[src/rtl/univ_shift_pkg.sv]
// Shared mode codes, FSM state encoding and mode classification for univ_shift_reg_n.
// Honours UNIV_SHIFT_REG_ROTATE_EN: rotate codes count as multi-step only when it is defined.
package univ_shift_pkg;

  typedef enum logic [2:0] {
    MODE_HOLD  = 3'b000,
    MODE_SHR   = 3'b001,
    MODE_SHL   = 3'b010,
    MODE_LOAD  = 3'b011,
    MODE_ROR   = 3'b100,
    MODE_ROL   = 3'b101,
    MODE_ASHR  = 3'b110,
    MODE_CLEAR = 3'b111
  } mode_t;

  typedef enum logic {
    ST_IDLE = 1'b0,
    ST_RUN  = 1'b1
  } state_t;

  // Modes that honour the step count; everything else finishes at the accepting edge.
  function automatic logic is_multi_step(input mode_t m);
    logic r;
    case (m)
      MODE_SHR, MODE_SHL, MODE_ASHR: r = 1'b1;
`ifdef UNIV_SHIFT_REG_ROTATE_EN
      MODE_ROR, MODE_ROL:            r = 1'b1;
`endif
      default:                       r = 1'b0;
    endcase
    return r;
  endfunction

endpackage

[src/rtl/shift_step_cnt.sv]
// Remaining-step counter for univ_shift_reg_n: parallel load, saturating decrement, zero flag.
module shift_step_cnt #(
  parameter int CNT_W = 4
) (
  input  logic             clk,
  input  logic             reset,
  input  logic             load,
  input  logic             dec,
  input  logic [CNT_W-1:0] load_val,
  output logic [CNT_W-1:0] value,
  output logic             zero
);

  // Counter register; decrement stops at zero so the count never wraps.
  always_ff @(posedge clk or posedge reset) begin
    if (reset) begin
      value <= {CNT_W{1'b0}};
    end else if (load) begin
      value <= load_val;
    end else if (dec && (value != {CNT_W{1'b0}})) begin
      value <= value - {{(CNT_W-1){1'b0}}, 1'b1};
    end else begin
      value <= value;
    end
  end

  assign zero = (value == {CNT_W{1'b0}});

endmodule

[src/rtl/univ_shift_reg_n.sv]
// Universal shift register with multi-step shift/rotate operations and busy/done handshake.
// Macro UNIV_SHIFT_REG_ROTATE_EN enables ROR/ROL; when undefined those codes act as HOLD.
module univ_shift_reg_n
  import univ_shift_pkg::*;
#(
  parameter int WIDTH = 8,
  parameter int CNT_W = 4
) (
  input  logic             clk,
  input  logic             reset,
  input  logic [2:0]       mode,
  input  logic             start,
  input  logic [CNT_W-1:0] count,
  input  logic [WIDTH-1:0] d,
  input  logic             msb_in,
  input  logic             lsb_in,
  output logic [WIDTH-1:0] q,
  output logic             busy,
  output logic             done,
  output logic             ser_out
);

  state_t           state, state_next;
  mode_t            cur_mode, eff_mode;
  logic             accept, step_en;
  logic             cnt_load, cnt_dec, cnt_zero, done_next;
  logic [CNT_W-1:0] cnt_val, remaining;
  logic [WIDTH-1:0] q_step;
  logic             ser_step;

  shift_step_cnt #(.CNT_W(CNT_W)) u_cnt (
    .clk      (clk),
    .reset    (reset),
    .load     (cnt_load),
    .dec      (cnt_dec),
    .load_val (cnt_val),
    .value    (remaining),
    .zero     (cnt_zero)
  );

  assign busy = (state == ST_RUN);

  // Acceptance and the mode in force this edge: the live input on acceptance, else the latched one.
  always_comb begin
    accept  = start && (state == ST_IDLE);
    step_en = accept || (state == ST_RUN);
    if (accept) begin
      eff_mode = mode_t'(mode);
    end else begin
      eff_mode = cur_mode;
    end
  end

  // Single-step datapath result for the effective mode.
  always_comb begin
    q_step   = q;
    ser_step = ser_out;
    case (eff_mode)
      MODE_HOLD:  q_step = q;
      MODE_SHR:   begin q_step = {msb_in, q[WIDTH-1:1]};   ser_step = q[0];       end
      MODE_SHL:   begin q_step = {q[WIDTH-2:0], lsb_in};   ser_step = q[WIDTH-1]; end
      MODE_LOAD:  q_step = d;
`ifdef UNIV_SHIFT_REG_ROTATE_EN
      MODE_ROR:   begin q_step = {q[0], q[WIDTH-1:1]};     ser_step = q[0];       end
      MODE_ROL:   begin q_step = {q[WIDTH-2:0], q[WIDTH-1]}; ser_step = q[WIDTH-1]; end
`endif
      MODE_ASHR:  begin q_step = {q[WIDTH-1], q[WIDTH-1:1]}; ser_step = q[0];     end
      MODE_CLEAR: q_step = {WIDTH{1'b0}};
      default:    q_step = q;
    endcase
  end

  // FSM next state; the counter holds steps still owed after the current edge.
  always_comb begin
    state_next = state;
    cnt_load   = 1'b0;
    cnt_dec    = 1'b0;
    cnt_val    = {CNT_W{1'b0}};
    done_next  = 1'b0;
    case (state)
      ST_IDLE: begin
        if (accept && is_multi_step(eff_mode) &&
            (count > {{(CNT_W-1){1'b0}}, 1'b1})) begin
          state_next = ST_RUN;
          cnt_load   = 1'b1;
          cnt_val    = count - {{(CNT_W-1){1'b0}}, 1'b1};
        end else if (accept) begin
          done_next = 1'b1;
        end else begin
          done_next = 1'b0;
        end
      end
      ST_RUN: begin
        cnt_dec = 1'b1;
        if (cnt_zero || (remaining == {{(CNT_W-1){1'b0}}, 1'b1})) begin
          state_next = ST_IDLE;
          done_next  = 1'b1;
        end else begin
          state_next = ST_RUN;
        end
      end
      default: state_next = ST_IDLE;
    endcase
  end

  // State, datapath and status registers.
  always_ff @(posedge clk or posedge reset) begin
    if (reset) begin
      state    <= ST_IDLE;
      cur_mode <= MODE_HOLD;
      q        <= {WIDTH{1'b0}};
      ser_out  <= 1'b0;
      done     <= 1'b0;
    end else begin
      state <= state_next;
      done  <= done_next;
      if (accept) begin
        cur_mode <= eff_mode;
      end
      if (step_en) begin
        q       <= q_step;
        ser_out <= ser_step;
      end
    end
  end

endmodule

[config.mk]
export PLATFORM = sky130hd
export DESIGN_NAME = univ_shift_reg_n
export DESIGN_NICKNAME = d
export VERILOG_FILES = /design/src/rtl/univ_shift_pkg.sv /design/src/rtl/shift_step_cnt.sv /design/src/rtl/univ_shift_reg_n.sv
export SDC_FILE = /design/constraint.sdc
export NUM_CORES = 1
export LEC_CHECK = 0
export CELL_PAD_IN_SITES_DETAIL_PLACEMENT = 1
export CELL_PAD_IN_SITES_GLOBAL_PLACEMENT = 2
export CORE_ASPECT_RATIO = 1.2
export CORE_MARGIN = 2
export CORE_UTILIZATION = 26
export DETAILED_ROUTE_END_ITERATION = 12
export MAX_ROUTING_LAYER = met4
export PLACE_DENSITY = 0.8
export SLEW_MARGIN = 20
export SYNTH_ARGS = -nofsm -noshare
export SYNTH_HDL_FRONTEND = slang
export SYNTH_HIERARCHICAL = 1
export SYNTH_SLANG_ARGS = --single-unit
[constraint.sdc]
create_clock -name clk -period 2.13 [get_ports clk]
set_clock_uncertainty 0.15 [all_clocks]
set_input_delay 0.3195 -clock clk [delete_from_list [all_inputs] [get_ports clk]]
set_output_delay 0.3195 -clock clk [all_outputs]
set_load 0.005 [all_outputs]
==> impl_metrics.env, run 1 <==
export IMPL_clk_latency_ns=0.25
export IMPL_holdWs_ns=0.132
export IMPL_die_w_um=66.6
export IMPL_endpoint_kind="register"
export IMPL_cts_buffer_depth=2
export IMPL_final_cells=232
export IMPL_setup_tns_ns=0
export IMPL_drive_above_1_share_pct=16.7
export IMPL_netlist_top_cell_by_area="dfrtp_1"
export IMPL_crit_path_end="q[1]$_DFFE_PP0P_"
export IMPL_cts_tree="done"
export IMPL_arrival_ns=1.96
export IMPL_track_usage_pct=13.2
export IMPL_worst_slack_ns=0.151
export IMPL_fp_dieH_um=79.2
export IMPL_hpwlAfterDp_um=2600
export IMPL_antenna_diode_count=0
export IMPL_area_delta_synth_final_pct=41.5
export IMPL_run_status="finished clean"
export IMPL_critPathLaunch="start"
export IMPL_rsz0062_at_grt="no"
export IMPL_finalMaxSlewViolations=0
export IMPL_initialDrtViolationCount=17
export IMPL_rrSetupSlack_ns=0.29
export IMPL_power_total_mw=2.14
export IMPL_gp_congestion=0.831
export IMPL_ys_ff_latch=18
export IMPL_viasPerCell=4.88
export IMPL_hold_viol_final=0
export IMPL_synthArstFlopShare_pct=100
export IMPL_critPathMaxFanout=14
export IMPL_synth_top_area_share_pct=36.8
export IMPL_synth_nets=154
export IMPL_routed_wirelength_um=3200
export IMPL_min_period_ns=1.98
export IMPL_synth_most_common_cell="dfrtp_1"
export IMPL_postPlaceCellArea_um2=1680
export IMPL_power_density_nw_per_um2=1240
export IMPL_grt_remaining_overflow=0
export IMPL_port_buffers=30
export IMPL_synthTopCellsByCount="dfrtp_1 (18), nor2_1 (16), a21oi_1 (12), inv_1 (12), mux2i_1 (9)"
export IMPL_grt_pass1_vias=1208
export IMPL_finalSetupViolCount=0
export IMPL_dpl_worst_slack_ns=-0.185
export IMPL_hold_class="in2async"
export IMPL_core_area_um2=4560
export IMPL_wire_per_inst_um=13.8
export IMPL_startpoint_type="primary input"
export IMPL_fmax_mhz=505
export IMPL_finalCritPeriodShare_pct=92.9
export IMPL_syn_avg_cell_area_um2=9.34
export IMPL_peakVddDrop_v=0.000408
export IMPL_ys_flop_type="dfrtp_1"
export IMPL_vias=1131
export IMPL_relSlewSlack_pct=61.4
export IMPL_numCtsBuffers=3
export IMPL_synth_warnings=6
export IMPL_clk_transition_reported_paths_ns=0.07
export IMPL_antenna_found_initial=0
export IMPL_required_ns=2.11
export IMPL_yosys_top_cells_area="dfrtp_1 (37%), mux2i_1 (7.4%), a2bb2oi_1 (5.7%)"
export IMPL_tightestPinTransition_ns=0.578
export IMPL_num_rows=27
export IMPL_utilization_pct=38.0
export IMPL_critPathKind="in2reg"
export IMPL_synth_edf_count=0
export IMPL_netlist_area_um2=1220
export IMPL_postSynthCellCount=131
export IMPL_nets=198
export IMPL_numClockSinks=18
export IMPL_final_area_um2=1730
export IMPL_r2r_start="u_cnt/value[0]$_DFFE_PP0P_"
export IMPL_seq_area_frac_synth_pct=36.8
export IMPL_dr_pass1_iters=2
export IMPL_ant_nets=0
export IMPL_cts_root_buf="clkbuf_8"
export IMPL_r2r_cells=5
export IMPL_synth_distinct_cells=40
export IMPL_cap_violations=0
export IMPL_cts_max_level=1
export IMPL_drc=0
export IMPL_p_leak_nw=0.763
export IMPL_post_cts_setup_buffers=0
export IMPL_grt_pass1_wl_um=5300
export IMPL_timing_rr_end="u_cnt/value[0]$_DFFE_PP0P_"
export IMPL_grt_max_degree=17
export IMPL_initial_utilization_pct=26.8
export IMPL_ios=31
export IMPL_dp_cells=228
export IMPL_fp_dieArea_um2=5270
## per-layer routing
metal,routed length [µm],part of all wire (%),vias up,track usage (%)
li1,-,-,554,-
met1,1280,40,548,13.7
met2,1770,55,25,25.6
met3,123,3.8,4,2.12
met4,35,1.1,0,2.45
met5,0,0,-,-
## worst min path at each step
stage	cells past startpoint	end	from
final	2	u_cnt/value[2]$_DFFE_PP0P_	reset
after global routing	2	u_cnt/value[3]$_DFFE_PP0P_	reset
after floorplan	1	u_cnt/value[0]$_DFFE_PP0P_	reset
after CTS	2	u_cnt/value[2]$_DFFE_PP0P_	reset
after detailed placement	2	u_cnt/value[3]$_DFFE_PP0P_	reset
after global placement	2	u_cnt/value[3]$_DFFE_PP0P_	reset
## where the power goes
part | switching [mW] | internal (mW)
clock | 0.115 | 0.164
sequential | 0.174 | 0.508
combinational | 0.497 | 0.684
## kinds of logic (layout without fill, tap and decap cells)
kind of cell               count (synthesis)  after routing  share of synthesized area, %
muxes                                     14             14                          13.1
and+or+nand+nor                           40             40                          18.8
DFF                                       18             18                          36.8
adders and majority gates                  3              3                          3.07
AOI/OAI and AO/OA                         37             37                          20.2
buffers and inverters                     17             60                          6.54
xor gates and xnor gates                   2              2                          1.43
## registers in the layout, indices dropped and copies added (netlist names)
register and cells:
q 8, done 1, ser_out 1, cur_mode 3
busy 1, u_cnt/value 4
## layout make-up
class,instances,area [µm²]
inverter,13,48.8
clock buffer,4,55.1
multi-input combinational,96,694
fill,534,2830
timing repair buffer,43,410
sequential,18,450
tap,58,72.6
## critical path, stage by stage
cell	delay, ns
clkdlybuf4s50_1	0.46
nand2b_4	0.16
mux2i_2	0.26
inv_2	0.06
o32a_2	0.50
nor2_1	0.14
a21oi_1	0.06
## timing repair
action / 4_1_cts / 5_1_grt
hold buffers: 0 / 0
hold endpoints to repair: 0 / 0
resized for setup: 0 / 1
setup endpoints to repair: 0 / 3
## layout by cell type (no fill, tap or decap), types with 2 or more instances in the layout
cell / Yosys / final
nand2_1: 6 / 6
nand2b_1: 4 / 4
dfrtp_1: 18 / 18
mux2i_1: 9 / 9
clkbuf_8: 0 / 4
a21oi_1: 12 / 12
nor3_1: 3 / 3
buf_4: 0 / 12
ha_1: 3 / 3
inv_1: 12 / 12
a2bb2oi_1: 8 / 8
o22ai_1: 2 / 2
o21ai_1: 3 / 3
nor2_1: 16 / 16
clkdlybuf4s50_1: 0 / 30
xnor2_1: 2 / 2
a31oi_1: 2 / 2
o21ai_0: 4 / 4
mux2_2: 2 / 2
Note: power is estimated with default switching activity, not from simulation.
==> run 2: changes to the inputs <==
--- a/config.mk
+++ b/config.mk
@@ -8,7 +8,6 @@
 export CELL_PAD_IN_SITES_DETAIL_PLACEMENT = 1
 export CELL_PAD_IN_SITES_GLOBAL_PLACEMENT = 2
 export CORE_ASPECT_RATIO = 1.2
-export CORE_MARGIN = 2
 export CORE_UTILIZATION = 26
 export DETAILED_ROUTE_END_ITERATION = 12
 export MAX_ROUTING_LAYER = met4
==> impl_metrics.env, run 2 (synthesis results as in run 1) <==
export IMPL_run_status="finished clean"
export IMPL_antenna_diode_count=0
export IMPL_layout_commonest_cell="clkdlybuf4s50_1"
export IMPL_finalCritPeriodShare_pct=92.7
export IMPL_top_regs="q: 8 flops, u_cnt/value: 4 flops, cur_mode: 3 flops"
export IMPL_r2r_cells=5
export IMPL_grt_met1_usage_pct=16.3
export IMPL_largest_reg_flops=8
export IMPL_timing_rr_end="u_cnt/value[0]$_DFFE_PP0P_"
export IMPL_fmax_mhz=506
export IMPL_hold_viol_final=0
export IMPL_post_cts_setup_buffers=0
export IMPL_busiest_layer="met2"
export IMPL_r2r_start="u_cnt/value[0]$_DFFE_PP0P_"
export IMPL_cts_tree="done"
export IMPL_critPathMaxFanout=14
export IMPL_finalSetupViolCount=0
export IMPL_peakVddDrop_v=0.000452
export IMPL_initial_utilization_pct=27.9
export IMPL_clk_latency_ns=0.25
export IMPL_numClockSinks=18
export IMPL_hold_class="in2async"
export IMPL_numCtsBuffers=3
export IMPL_ant_nets=0
export IMPL_utilization_pct=39.0
export IMPL_drive_above_1_share_pct=15.7
export IMPL_holdWs_ns=0.148
export IMPL_fp_dieArea_um2=4990
export IMPL_drc=0
export IMPL_port_buffers=30
export IMPL_viasPerCell=4.89
export IMPL_grt_max_degree=17
export IMPL_min_period_ns=1.97
export IMPL_cts_buffer_depth=2
export IMPL_ios=31
export IMPL_nets=196
export IMPL_arrival_ns=1.95
export IMPL_met2_usage_pct=25.5
export IMPL_core_area_um2=4390
export IMPL_routed_wirelength_um=3180
export IMPL_num_rows=26
export IMPL_area_delta_synth_final_pct=40.1
export IMPL_fp_dieH_um=77.2
export IMPL_p_leak_nw=0.753
export IMPL_grt_pass1_vias=1217
export IMPL_antenna_found_initial=0
export IMPL_critPathLaunch="start"
export IMPL_vias=1115
export IMPL_dr_pass1_iters=4
export IMPL_die_w_um=64.6
export IMPL_finalMaxSlewViolations=0
export IMPL_grt_pass1_wl_um=5500
export IMPL_most_common_layout_cells="clkdlybuf4s50_1 (30), dfrtp_1 (18), nor2_1 (16)"
export IMPL_power_density_nw_per_um2=1250
export IMPL_hold_buffers=0
export IMPL_track_usage_pct=14.5
export IMPL_critPathKind="in2reg"
export IMPL_setup_tns_ns=0
export IMPL_startpoint_type="primary input"
export IMPL_rrSetupSlack_ns=0.28
export IMPL_cts_resized=0
export IMPL_endpoint_kind="register"
export IMPL_relSlewSlack_pct=62.8
export IMPL_wire_per_inst_um=14.0
export IMPL_grtUsageMet3_pct=1.79
export IMPL_grt_remaining_overflow=0
export IMPL_cts_root_buf="clkbuf_8"
export IMPL_required_ns=2.11
export IMPL_cts_max_level=1
export IMPL_gp_congestion=0.847
export IMPL_rsz0062_at_grt="no"
export IMPL_hpwlAfterDp_um=2490
export IMPL_power_total_mw=2.13
export IMPL_clk_transition_reported_paths_ns=0.07
export IMPL_initialDrtViolationCount=26
export IMPL_tightestPinTransition_ns=0.557
export IMPL_cap_violations=0
export IMPL_regMostFlops="q"
[run 2: per-stage QoR]
stage | area (µm²) | setup slack (ns) | cells
after detailed placement | 1660 | -0.181 | 224
after global placement | 1660 | -0.0978 | 224
after global routing | 1710 | 0.0209 | 228
final | 1710 | 0.156 | 228
after CTS | 1710 | 0.0755 | 228
after floorplan | 1220 | 0.0243 | 131
[run 2: layer usage]
| layer | wire, µm | share of wire, % | up-vias |
|---|---|---|---|
| met5 | 0 | 0 | - |
| li1 | - | - | 551 |
| met2 | 1710 | 54 | 27 |
| met1 | 1310 | 41 | 533 |
| met4 | 47 | 1.5 | 0 |
| met3 | 119 | 3.7 | 4 |
[run 2: cell type report]
class                      instances  area, µm²
timing repair buffer              41        395
tap                               56       70.1
fill                             514       2680
inverter                          13       48.8
sequential                        18        450
multi-input combinational         96        694
clock buffer                       4       55.1
[run 2: how the worst max path moves through the flow]
stage	end	slack (ns)	depth (start not counted)
final	q[1]$_DFFE_PP0P_	0.16	7
after global routing	u_cnt/value[3]$_DFFE_PP0P_	0.02	8
after CTS	q[1]$_DFFE_PP0P_	0.08	7
after detailed placement	q[1]$_DFFE_PP0P_	-0.18	7
after global placement	q[4]$_DFFE_PP0P_	-0.1	7
after floorplan	q[7]$_DFFE_PP0P_	0.02	7
[run 2: report_power, final]
part / internal, mW / total [mW] / switching, mW / leakage [nW]
clock network: 0.164 / 0.277 / 0.113 / 0.0288
registers: 0.508 / 0.687 / 0.179 / 0.213
logic: 0.679 / 1.17 / 0.492 / 0.512
total: 1.35 / 2.13 / 0.784 / 0.753
[run 2: critical path, stage by stage]
cell	delay [ns]
clkdlybuf4s50_1	0.47
nand2b_4	0.16
mux2i_2	0.26
inv_2	0.06
o32a_2	0.50
nor2_1	0.13
a21oi_1	0.05
